--- config.mk ---
export PLATFORM = sky130hd
export DESIGN_NAME = osum_deskew_drain
export DESIGN_NICKNAME = d
export VERILOG_FILES = /design/src/rtl/osum_deskew_drain.sv
export SDC_FILE = /design/constraint.sdc
export NUM_CORES = 1
export LEC_CHECK = 0
export CORE_MARGIN = 2
export CORE_UTILIZATION = 36
export CTS_BUF_LIST = sky130_fd_sc_hd__clkbuf_4
export CTS_CLUSTER_DIAMETER = 50
export DETAILED_ROUTE_END_ITERATION = 6
export GPL_TIMING_DRIVEN = 0
export PLACE_DENSITY = 0.54
export SKIP_CTS_REPAIR_TIMING = 1
export SYNTH_ARGS = -nofsm -noshare
export SYNTH_HDL_FRONTEND = slang
export SYNTH_SLANG_ARGS = --single-unit
--- constraint.sdc ---
create_clock -name clk -period 2.9 [get_ports clk]
set_clock_uncertainty 0.1 [all_clocks]
set_input_delay 0.29 -clock clk [delete_from_list [all_inputs] [get_ports clk]]
set_output_delay 0.29 -clock clk [all_outputs]
set_load 0.02 [all_outputs]
--- src/rtl/osum_deskew_drain.sv ---
`default_nettype none
// ============================================================================
// Module   : osum_deskew_drain
// Purpose  : Output-side drain for the systolic array. Realigns the skewed
//            bottom-edge partial sums (column c lags column 0 by c cycles)
//            into one row vector. Complete rows are buffered in a small FIFO
//            and released downstream under a valid/ready handshake.
// Revision : 1.0  initial release
// ============================================================================
module osum_deskew_drain #(
  parameter int COLS  = 4,
  parameter int WIDTH = 16,
  parameter int DEPTH = 4
) (
  input  logic                           clk,
  input  logic                           rst,
  input  logic                           i_valid,
  input  logic [COLS*WIDTH-1:0]          i_data,
  output logic                           o_valid,
  input  logic                           o_ready,
  output logic [COLS*WIDTH-1:0]          o_data,
  output logic [$clog2(DEPTH):0]         o_count,
  output logic                           o_overflow
);

  localparam int DW = COLS * WIDTH;
  localparam int AW = $clog2(DEPTH);
  localparam int CW = AW + 1;
  localparam logic [CW-1:0] C_FULL = CW'(DEPTH);

  // --------------------------------------------------------------------------
  // Skew stage: free-running delay lines, no enable and no backpressure.
  // --------------------------------------------------------------------------
  logic [DW-1:0] aligned_data;
  logic          aligned_valid;

  for (genvar c = 0; c < COLS; c++) begin : g_col
    localparam int DLY = COLS - 1 - c;
    if (DLY == 0) begin : g_pass
      // The last column arrives already aligned with the rest of its row.
      assign aligned_data[c*WIDTH +: WIDTH] = i_data[c*WIDTH +: WIDTH];
    end else begin : g_dly
      logic [WIDTH-1:0] dly_q [DLY];
      // Delay column c by the number of cycles it leads the last column.
      always_ff @(posedge clk) begin
        if (rst) begin
          for (int k = 0; k < DLY; k++) dly_q[k] <= '0;
        end else begin
          dly_q[0] <= i_data[c*WIDTH +: WIDTH];
          for (int k = 1; k < DLY; k++) dly_q[k] <= dly_q[k-1];
        end
      end
      assign aligned_data[c*WIDTH +: WIDTH] = dly_q[DLY-1];
    end
  end

  logic vld_q [COLS-1];

  // Carry the column-0 valid alongside the data so it marks the aligned row.
  always_ff @(posedge clk) begin
    if (rst) begin
      for (int k = 0; k < COLS - 1; k++) vld_q[k] <= 1'b0;
    end else begin
      vld_q[0] <= i_valid;
      for (int k = 1; k < COLS - 1; k++) vld_q[k] <= vld_q[k-1];
    end
  end

  assign aligned_valid = vld_q[COLS-2];

  // --------------------------------------------------------------------------
  // Row FIFO
  // --------------------------------------------------------------------------
  logic [DW-1:0] mem_q [DEPTH];
  logic [AW-1:0] wr_ptr_q, wr_ptr_d;
  logic [AW-1:0] rd_ptr_q, rd_ptr_d;
  logic [CW-1:0] count_q, count_d;
  logic          ovf_q, ovf_d;
  logic          pop;
  logic          push;

  // A pop frees a slot in the same cycle, so a full FIFO still takes a row
  // when the head is leaving.
  assign pop  = (count_q != '0) && o_ready;
  assign push = aligned_valid && ((count_q != C_FULL) || pop);

  // Next-state for pointers, occupancy and the sticky overflow flag.
  always_comb begin
    wr_ptr_d = wr_ptr_q;
    rd_ptr_d = rd_ptr_q;
    count_d  = count_q;
    ovf_d    = ovf_q;
    if (push) wr_ptr_d = wr_ptr_q + AW'(1);
    if (pop)  rd_ptr_d = rd_ptr_q + AW'(1);
    case ({push, pop})
      2'b10:   count_d = count_q + CW'(1);
      2'b01:   count_d = count_q - CW'(1);
      default: count_d = count_q;
    endcase
    if (aligned_valid && !push) ovf_d = 1'b1;
  end

  // Control registers; reset discards every stored and in-flight row.
  always_ff @(posedge clk) begin
    if (rst) begin
      wr_ptr_q <= '0;
      rd_ptr_q <= '0;
      count_q  <= '0;
      ovf_q    <= 1'b0;
    end else begin
      wr_ptr_q <= wr_ptr_d;
      rd_ptr_q <= rd_ptr_d;
      count_q  <= count_d;
      ovf_q    <= ovf_d;
    end
  end

  // Row storage; contents are left as-is on reset since the empty FIFO
  // masks them on the output.
  always_ff @(posedge clk) begin
    if (push) mem_q[wr_ptr_q] <= aligned_data;
  end

  assign o_valid    = (count_q != '0);
  assign o_data     = o_valid ? mem_q[rd_ptr_q] : '0;
  assign o_count    = count_q;
  assign o_overflow = ovf_q;

endmodule
`default_nettype wire

==> metrics <==
critical path cell sequence buf_6 > or3_4 > clkbuf_4 > buf_6 > and2_1 > dlymetal6s2s_1; Synth Warn # 0; TritonCTS clock tree done; I/O pin cnt around 140; Post-synth EDFFs approximately 260; Slew Viols, Final 0; Switch Pwr 2.77 mW; Combinational Power Share approximately 14%; Pwr Total between 10 and 15 mW; CTS root buf clkbuf_4; Final min period approximately 2800 ps; top cell type's share of synthesized area between 50% and 60%; Power Density 696 nW/um^2; layout cells sized above 1 around a quarter; cell internal pwr approximately 9.0 mW; Post-synth ARST share 0%; slowest stage delay, CP approximately 400 ps; clock-pin slew on the worst setup and hold paths about 60 ps; vias in the first global route ~7,000; Slew @ Worst Pin 828 ps; status finished, final reports clean; CP arrival ~2400 ps; Chip Height just under 200 um; P_leak 6.83 nW; DP Area about 15,000 um^2; reg2reg setup slack 640 ps; area leader, netlist edfxtp_1; fin cells 1,492; mean number of vias per cell about 4.5; first drt pass iteration count 4; commonest non-fill, non-tap cell in the layout edfxtp_1; Worst path slowest cell or3_4; worst path bufs/invs 4; most frequent cells in the layout edfxtp_1, clkbuf_4, dfxtp_1; post-route ant nets 0; Seq/Total Area, Yosys 75.8%; endpoints failing setup 0; worst hold-check path type input pin to register; H-tree depth 3; Final Net Count 1,026; Crit. End Element output pin; Top FF cell, synth edfxtp_1; initial antenna violation count 1; filler cell count about 3,100; max_cap viols 0; top cells by area, synth edfxtp_1, dfxtp_1, mux4_2; cell row count about 70; Fin. Hold Viols 0; post-synthesis net count around 750; first-pass GRT wire length between 30 and 40 mm; clk sinks between 300 and 400; critical path fanouts, max 10; period utilization 94.8%; GRT Resource Usage Total 13.7%; Detailed Route Iter0 Violations between 200 and 300; design area ~17,000 um^2; crit start category register; VDD IR-drop max approximately 0.27 mV; total detailed-routing wirelength 25.6 mm; synthesized cell area 13,000 um^2; CP most frequent cell buf_6; per-cell routed wire length about 17 um; Die Area ~38,000 um^2; hpwl dp between 15 and 20 mm; relative slew slack between 40% and 50%; clk_lat worst skew about 700 ps; flops & latches, synth 365; routability cong. approximately 0.66; clock network power share 37.7%; delay-heaviest family, CP buffers and inverters; GRT overflow 0; Placeable Area roughly 36,000 um^2; largest net degree at the start of global routing 42; Mean Syn Cell Area about 19 um^2; via count 6,676; Synth cell types 34; CTS Buf Count 93; Layout area overhead 29.7%; Inst Count DP 1,280; Switching Share between 20% and 30%; Max Freq approximately 360 MHz; port buffer count 134; Longest Clk Path Bufs 3; DRC viols 0; Die W 194 um; Worst Setup Path Type register to output pin; cells after synthesis approximately 680; sequential power share 48.4%; RSZ-0062 raised after global routing no; CP required ~2500 ps; Starting Density a little over a third
-- Yosys cell counts (5+ instances only) --
| library cell | instances |
|---|---|
| edfxtp_1 | 256 |
| dfxtp_1 | 109 |
| nor2b_1 | 100 |
| and2_1 | 64 |
| mux4_2 | 60 |
| clkbuf_1 | 12 |
| buf_2 | 11 |
| nor2_1 | 10 |
| buf_12 | 6 |
| buf_6 | 6 |
| inv_1 | 5 |
-- kinds of logic (layout without fill, tap and decap cells) --
family	count (synthesis)	in the layout	share of synthesized area, %
AND/OR/NAND/NOR	188	188	8.97
buffers and inverters	42	391	2.42
AO/OA/AOI/OAI	11	11	0.586
flip-flops	365	365	75.8
other	0	1	0
XOR/XNOR	3	3	0.202
adder cells (fa/ha/maj)	5	5	0.538
multiplexers	67	67	11.4
-- flip-flops by register name, summed over array words and instances (netlist names), named ones only --
signal             cells
mem_q                256
o_overflow             1
rd_ptr_q               2
vld_q                  3
o_count                3
wr_ptr_q               2
g_col.g_dly.dly_q     96
-- per-layer routing --
| layer | track usage [%] | up-vias | routed length [um] |
|---|---|---|---|
| met5 | 0 | - | 0 |
| met4 | 7.10 | 0 | 724 |
| met3 | 3.76 | 54 | 1360 |
| met2 | 22.5 | 160 | 12700 |
| met1 | 16.5 | 3298 | 10700 |
| li1 | - | 3164 | - |
-- worst register-to-register path, cell delays in order, from the launching register on --
cell,delay [ps]
dfxtp_1,310
buf_6,130
or3_4,390
clkbuf_4,230
nand3_1,130
fa_1,240
nand2b_1,80
or3b_1,380
a31oi_1,190
-- metrics by stage --
step | setup slack, ps | setup TNS [ps] | hold WS (ps) | util, %
final | 150 | 0 | 45.8 | 47.5
after global routing | 5.99 | 0 | 2.20 | 47.5
after CTS | -407 | -22950 | -178 | 45.8
after detailed placement | 448 | 0 | 321 | 42.3
after global placement | -1340 | -332770 | 317 | 42.0
after floorplan | 26.3 | 0 | 289 | -
-- power by group through the flow --
stage               registers, mW  logic, mW  clock network [mW]
finish                       5.69       1.63                4.43
global route                 5.70       1.76                4.88
CTS                          5.69       1.67                4.62
detailed placement           5.81       1.67                   0
global placement             5.81       1.66                   0
floorplan                    5.80      0.964                   0
-- area by class of cell --
type,instances,area [um^2],area share (%)
inverters,5,18.8,0.111
clock buffers,154,1160,6.85
plain buffers,37,324,1.92
flip-flops and latches,365,9870,58.5
repair buffers,177,1990,11.8
diodes,1,2.50,0.0148
multi-input cells,274,2850,16.9
well taps,461,577,3.42
clock inverters,18,100,0.593
-- worst paths after layout --
kind	to	depth (start not counted)	from
hold reg to reg	g_col[1].g_dly.dly_q[0][27]	1	g_col[1].g_dly.dly_q[0][11]
setup / recovery	o_data[31]	6	o_count[2]
hold / removal	g_col[1].g_dly.dly_q[0][1]	2	i_data[17]
setup reg to reg	o_count[2]	8	o_count[2]
Note: power is estimated with default switching activity, not from simulation.
